==> config.mk <==
export PLATFORM = sky130hd
export DESIGN_NAME = hazard_ctrl
export DESIGN_NICKNAME = d
export VERILOG_FILES = /design/src/rtl/hazard_ctrl.sv
export SDC_FILE = /design/constraint.sdc
export NUM_CORES = 1
export LEC_CHECK = 0
export CORE_MARGIN = 5
export CORE_UTILIZATION = 28
export DETAILED_ROUTE_END_ITERATION = 10
export MAX_ROUTING_LAYER = met4
export PLACE_DENSITY = 0.95
export SYNTH_ARGS = -nofsm -noshare
export SYNTH_HDL_FRONTEND = slang
export SYNTH_SLANG_ARGS = --single-unit
==> constraint.sdc <==
create_clock -name clk -period 4.3 [get_ports clk]
set_input_delay 1.075 -clock clk [delete_from_list [all_inputs] [get_ports clk]]
set_output_delay 1.075 -clock clk [all_outputs]
set_load 0.005 [all_outputs]
==> src/rtl/hazard_ctrl.sv <==
// -----------------------------------------------------------------------------
// hazard_ctrl
// Pipeline hazard controller for a classic 5-stage in-order core.
// The controller detects load-use hazards, taken branches, I-side and D-side
// cache misses, and HLT retirement. It then steers the PC, IF/ID and ID/EX
// pipeline controls.
//
// Optional feature (macro HAZARD_PERFCNT_EN):
//   When defined, stallCycles counts every cycle in which the PC is held and
//   the core is not halted. The count saturates at all-ones.
//   When undefined, stallCycles is tied to zero and no counter flops exist.
//
// Ports
//   clk, rst                 clock, asynchronous active-high reset
//   idexMemRead, idexDstReg  EX-stage load flag and destination register
//   ifidRs/Rt, ifidUsesRs/Rt ID-stage source registers and their use flags
//   ifidIsStore              ID instruction is a store (Rt = store data)
//   branchTaken              branch resolved taken in ID
//   icacheMiss/icacheDone    I-side miss / fill complete
//   dcacheMiss/dcacheDone    D-side miss / fill complete
//   haltWb                   HLT retiring in WB
//   pcWrite, ifidWrite       PC and IF/ID register write enables
//   ifidFlush, idexBubble    squash IF/ID, inject bubble into ID/EX
//   pipeFreeze, halted       whole-pipe freeze, core halted
//   stallCycles              saturating stall-cycle count
// -----------------------------------------------------------------------------
module hazard_ctrl #(
  parameter int CNT_W = 16
) (
  input  logic             clk,
  input  logic             rst,
  input  logic             idexMemRead,
  input  logic [3:0]       idexDstReg,
  input  logic [3:0]       ifidRs,
  input  logic [3:0]       ifidRt,
  input  logic             ifidUsesRs,
  input  logic             ifidUsesRt,
  input  logic             ifidIsStore,
  input  logic             branchTaken,
  input  logic             icacheMiss,
  input  logic             icacheDone,
  input  logic             dcacheMiss,
  input  logic             dcacheDone,
  input  logic             haltWb,
  output logic             pcWrite,
  output logic             ifidWrite,
  output logic             ifidFlush,
  output logic             idexBubble,
  output logic             pipeFreeze,
  output logic             halted,
  output logic [CNT_W-1:0] stallCycles
);

  typedef enum logic [1:0] {
    RUN    = 2'd0,
    ISTALL = 2'd1,
    DSTALL = 2'd2,
    HALT   = 2'd3
  } state_t;

  state_t state_q, state_d;

  logic rs_hit;
  logic rt_hit;
  logic ld_use;

  // Load-use detection. Store data read through Rt is exempt because it is
  // forwarded MEM-to-MEM. Register 0 is hard-wired zero and never a hazard.
  always_comb begin
    rs_hit = ifidUsesRs && (idexDstReg == ifidRs);
    rt_hit = ifidUsesRt && (idexDstReg == ifidRt) && !ifidIsStore;
    ld_use = idexMemRead && (idexDstReg != 4'd0) && (rs_hit || rt_hit);
  end

  // Next-state logic. D-miss outranks I-miss, which outranks HLT.
  always_comb begin
    state_d = state_q;
    case (state_q)
      RUN: begin
        if (dcacheMiss) begin
          state_d = DSTALL;
        end else if (icacheMiss) begin
          state_d = ISTALL;
        end else if (haltWb) begin
          state_d = HALT;
        end else begin
          state_d = RUN;
        end
      end
      ISTALL: begin
        if (dcacheMiss) begin
          state_d = DSTALL;
        end else if (icacheDone) begin
          state_d = RUN;
        end else begin
          state_d = ISTALL;
        end
      end
      DSTALL: begin
        // haltWb is deliberately not sampled here; it is seen again in RUN.
        if (dcacheDone) begin
          state_d = RUN;
        end else begin
          state_d = DSTALL;
        end
      end
      HALT:    state_d = HALT;
      default: state_d = RUN;
    endcase
  end

  // State register.
  always_ff @(posedge clk or posedge rst) begin
    if (rst) begin
      state_q <= RUN;
    end else begin
      state_q <= state_d;
    end
  end

  // Pipeline controls. These come from the state and the live inputs, so a
  // miss raised in RUN freezes the pipe in the same cycle.
  always_comb begin
    pcWrite    = 1'b1;
    ifidWrite  = 1'b1;
    ifidFlush  = 1'b0;
    idexBubble = 1'b0;
    pipeFreeze = 1'b0;
    halted     = 1'b0;
    case (state_q)
      RUN, ISTALL: begin
        if (dcacheMiss) begin
          pcWrite    = 1'b0;
          ifidWrite  = 1'b0;
          pipeFreeze = 1'b1;
        end else if (icacheMiss || (state_q == ISTALL)) begin
          // Feed NOPs into ID while the fill is outstanding.
          pcWrite   = 1'b0;
          ifidWrite = 1'b1;
          ifidFlush = 1'b1;
        end else if (ld_use) begin
          // Hold PC and IF/ID one cycle; the bubble also masks any branch flush.
          pcWrite    = 1'b0;
          ifidWrite  = 1'b0;
          idexBubble = 1'b1;
        end else if (branchTaken) begin
          ifidFlush = 1'b1;
        end else begin
          pcWrite   = 1'b1;
          ifidWrite = 1'b1;
        end
      end
      DSTALL: begin
        pcWrite    = 1'b0;
        ifidWrite  = 1'b0;
        pipeFreeze = 1'b1;
      end
      HALT: begin
        pcWrite    = 1'b0;
        ifidWrite  = 1'b0;
        pipeFreeze = 1'b1;
        halted     = 1'b1;
      end
      default: begin
        pcWrite   = 1'b1;
        ifidWrite = 1'b1;
      end
    endcase
  end

`ifdef HAZARD_PERFCNT_EN
  localparam logic [CNT_W-1:0] CNT_ONE = {{(CNT_W-1){1'b0}}, 1'b1};
  localparam logic [CNT_W-1:0] CNT_MAX = {CNT_W{1'b1}};

  logic [CNT_W-1:0] stall_cnt_q, stall_cnt_d;

  // Stall counter increment with saturation.
  always_comb begin
    if (!pcWrite && (state_q != HALT) && (stall_cnt_q != CNT_MAX)) begin
      stall_cnt_d = stall_cnt_q + CNT_ONE;
    end else begin
      stall_cnt_d = stall_cnt_q;
    end
  end

  // Stall counter register.
  always_ff @(posedge clk or posedge rst) begin
    if (rst) begin
      stall_cnt_q <= {CNT_W{1'b0}};
    end else begin
      stall_cnt_q <= stall_cnt_d;
    end
  end

  assign stallCycles = stall_cnt_q;
`else
  assign stallCycles = {CNT_W{1'b0}};
`endif

endmodule

Word level (Yosys, flattened, before mapping)
Cells that the tools add are included.

Flip-flop bits (word level): 2. Input port bits: 24. Output and inout bits: 22. Logic and storage cells: 44.

Eq/ne operators: 5. Multiplexer cells: 26. Reduce and logical (&&, ||, !) cells: 12.

Operator list (count): $mux 1 (17); $mux 2 (5); $eq 4x4->1 (2); $pmux 2 s4 (1); $pmux 1 s2 (3); $logic_and 1x1->1 (5); $eq 2x2->1 const B (2); $reduce_bool 4->1 (1); $reduce_or 2->1 (2); $eq 2x1->1 const B (1); $logic_not 2->1 (1); $logic_or 1x1->1 (2); $logic_not 1->1 (1).

Logic depth before layout (Yosys ltp)
Depth in word-level cells: 9. Depth in mapped cells: 5. Gate-level depth less buffers: 5.

Worst setup path before layout
OpenSTA, ideal clock, no wires.

Path type: input -> output. Start point: input idexDstReg[1]. End point: output ifidWrite. Arrival time: 1.835 ns. Required time: 3.225 ns. Setup slack: 1.390 ns. Stages on the path: 4. Path buffers: 0. Path through: o41a_1 nand4_1 o21ai_2 a21oi_1.

Word-level cells in the longest chain between the ends: 9. Elaborated cells between the ends (all ways): 13. Those cells by class: eq/ne (2); mux (4); reduce/logical (7).

Ends and longest elaborated chain: start, declared (RTL line 33) `input logic [3:0] idexDstReg,`; $eq 4x4->1 (RTL line 71) `rt_hit = ifidUsesRt && (idexDstReg == ifidRt) && !ifidIsStore;`; $logic_and 1x1->1 (2 in a row) (RTL line 71); $logic_or 1x1->1 (RTL line 72) `ld_use = idexMemRead && (idexDstReg != 4'd0) && (rs_hit || rt_hit);`; $logic_and 1x1->1 (*) (RTL line 72); $mux 1 (*) (RTL line 141) `end else if (ld_use) begin`; $mux 1 (*) (RTL line 136) `end else if (icacheMiss || (state_q == ISTALL)) begin`; $mux 1 (*) (RTL line 132) `if (dcacheMiss) begin`; $pmux 1 s2 (*) (RTL line 130) `case (state_q)`; end, declared (RTL line 46) `output logic ifidWrite,`.

Mark *: on every way between the ends. The rest lies on a longest branch, timed or not.

Final worst setup path
Start point: input idexDstReg[0]. End point: output idexBubble.

Word-level cells in the longest chain between the ends: 9. Elaborated cells between the ends (all ways): 13. Those cells by class: eq/ne (2); mux (4); reduce/logical (7).

Ends and longest elaborated chain: $eq 4x4->1 (RTL line 71); $logic_and 1x1->1 (2 in a row) (RTL line 71); $logic_or 1x1->1 (RTL line 72); $logic_and 1x1->1 (*) (RTL line 72); $mux 1 (*) (RTL line 141); $mux 1 (*) (RTL line 136); $mux 1 (*) (RTL line 132); $mux 1 (*) (RTL line 130); end, declared (RTL line 48) `output logic idexBubble,`.

Marked as above.

==> results.toml <==
[run_status]
outcome = "finished, final reports clean"

[yosys]
ys_seq_area_share_pct = 12.9
yosys-top-cells-count = "16 x buf_4, 5 x nor2_1, 4 x inv_1"
ys_warn_count = 0
yosys-top-cells-area = "buf_4 31%, dfrtp_1 13%, xor2_1 6.8%"
async_reset_ff_share_pct = 100
synth.avg_cell_area_um2 = 6.95
synthFlopType = "dfrtp_1"
syn-instance-count = 56
ys_ff_latch = 2
yosysMostFrequentCell = "buf_4"
synth_cell_types = 22
synth_top_cell_area_share_pct = 30.9
synth_enable_flop_cells = 0
yosysTopAreaCell = "buf_4"
syn-cell-area_um2 = 389

[worst_hold_path]
min_path_cells = 1
min_to = "state_q[1]"
hp-class = "reg2reg"
min_from = "state_q[1]"

[pwr]
design_power_total_mw = 0.170
ir_worst_vdd_mv = 0.162
powerDensity_mw_per_mm2 = 259
seq_power_share_pct = 21.7
internal_power_mw = 0.112
power.share.clock_pct = 23.8
leakagePower_nw = 0.296
p_sw_mw = 0.0587
sw_frac_of_total_pct = 34.5
combPwrFrac_pct = 54.5

[sta]
skew_ns = 0.000344
setup_tns_ns = 0
rsz0062_at_grt = "no"
slew_violations = 0
finalSetupViolCount = 0
period_share_pct = 93.3
fmax_mhz = 249
finalCriticalPeriod_ns = 4.01
hold_viol = 0

[critical_path]
r2r-end = "state_q[1]"
cpPeakStageDelay_ns = 0.54
cp_max_fo = 4
worstRegToRegCells = 4
cpMostUsedCell = "clkdlybuf4s50_1"
cp-start-kind = "input pin"
reg2reg_slack_ns = 3.23
slowest_stage = "clkdlybuf4s50_1"
r2r-start = "state_q[1]"
cp.arrival_ns = 2.94
cp.required_ns = 3.22
critical-path-top-delay-family = "buffers and inverters"
setup.worst_path.end_class = "output port"
path_cells = "clkdlybuf4s50_1, xnor2_1, o2111a_1, o221ai_1, o21ai_2, and2b_1, clkdlybuf4s50_1"
cp_num_buf_inv = 2
path_class = "in2out"

[cts]
cts_tree = "done"
post-cts-setup-buffer-count = 0
cts_root_buffer = "clkbuf_4"
clk_pin_slew_ns = 0.03
post_cts_resized = 0
cts_buffers = 3
clock_path_buffers = 2
clkLatencyLatePin_ns = 0.22
cts.sinks = 2
htree_levels = 1
cts_hold_buf = 0

[placed_design]
portBuffers = 29
gp_congestion = 0.729
hpwl_um = 1150

[grt]
grt_pass1_wl_um = 1710
grt_usage_pct = 11.5
grt-ovfl-total = 0
grt_pass1_vias = 448
grt_max_degree = 6
antenna_found_initial = 0

[cells_and_area]
reg_top3 = "state_q (2)"
drive_above_1_share_pct = 8.05
largest_reg_flops = 2
n_antenna_cell = 0
fin_nets = 113
top_register = "state_q"
area_growth_pct = 68.8

[route]
ant_nets = 0
via_per_inst = 4.25
vias = 434
routed_wl_um = 1270
drtIter0Drc = 12
first_pass_iters = 4
wire_per_inst_um = 12.5
route.detailed.drc = 0

[floorplan]
start_util_pct = 29.9
die-area_mm2 = 0.00224
io_pins = 46
die_width_um = 47.3
core_area_mm2 = 0.00130
rows = 13
die_y_um = 47.3

[flow_run]
drv_cap = 0
==> worst max path at each step <==
stage,endpoint,cells after the start,slack (ns),from
2_1_floorplan,ifidWrite,4,1.39,idexDstReg[1]
3_3_place_gp,idexBubble,7,0.31,idexDstReg[0]
3_5_place_dp,idexBubble,7,0.26,idexDstReg[0]
4_1_cts,idexBubble,7,0.27,idexDstReg[0]
5_1_grt,idexBubble,7,0.17,idexDstReg[1]
6_report,idexBubble,7,0.29,idexDstReg[0]
==> logic make-up (layout without fill, tap and decap cells) <==
kind of cell | after synthesis | in the layout | synth area share (%)
xor+xnor | 5 | 5 | 11.3
buf+inv | 24 | 40 | 38.6
other cells | 1 | 16 | 0.964
compound gates | 13 | 13 | 23.8
flops | 2 | 2 | 12.9
simple gates | 11 | 11 | 12.5
==> power groups by stage <==
stage	clock network [mW]	logic [mW]	registers [mW]
after floorplan	0	0.0480	0.0346
after global placement	0	0.0898	0.0360
after detailed placement	0	0.0930	0.0370
after CTS	0.0428	0.0934	0.0368
after global routing	0.0477	0.102	0.0387
final	0.0406	0.0929	0.0369
==> per-layer routing <==
metal | up-vias | GRT usage, % | wire length [um]
met4 | 0 | 5.52 | 0
met1 | 196 | 9.91 | 416
li1 | 217 | - | -
met3 | 0 | 3.45 | 84
met2 | 21 | 21.9 | 772
met5 | - | - | 0
==> worst reg2reg max path: cells and delay by family, from the launching register on <==
kind / cells / cell delay [ns]
AND/OR/NAND/NOR: 1 / 0.22
flip-flops: 1 / 0.40
AO/OA/AOI/OAI: 2 / 0.19
buffers and inverters: 1 / 0.12
==> per-stage QoR <==
step | cells | area [um2] | hold slack, ns | setup WS (ns) | util (%)
after floorplan | 71 | 445 | 0.486 | 1.39 | -
after global placement | 99 | 634 | 0.516 | 0.308 | 48.8
after detailed placement | 99 | 634 | 0.541 | 0.263 | 48.8
after CTS | 102 | 657 | 0.545 | 0.268 | 50.5
after global routing | 102 | 657 | 0.575 | 0.171 | 50.5
final | 102 | 657 | 0.543 | 0.286 | 50.5
==> cell type report <==
class	count	area, um2
sequential	2	50.0
fill	139	644
tap	15	18.8
inverter	8	30.0
timing repair buffer	29	290
multi-input combinational	45	245
clock buffer	3	22.5
==> layout by cell type (no fill, tap or decap) <==
master / netlist / routed
o21ai_2: 1 / 1
inv_2: 3 / 3
inv_1: 4 / 4
and2b_1: 1 / 1
o221ai_1: 1 / 1
nor2_1: 5 / 5
o41a_1: 1 / 1
a21oi_1: 3 / 3
conb_1: 1 / 16
nand4_1: 1 / 1
xor2_1: 3 / 3
a222oi_1: 1 / 1
nor3_1: 1 / 1
nand2_1: 3 / 3
a31oi_1: 1 / 1
o2111a_1: 1 / 1
xnor2_1: 2 / 2
o22ai_1: 1 / 1
clkbuf_4: 0 / 3
o21ai_0: 3 / 3
clkinv_1: 1 / 1
dfrtp_1: 2 / 2
clkdlybuf4s50_1: 0 / 29
Power figures use the tool's default switching activity.
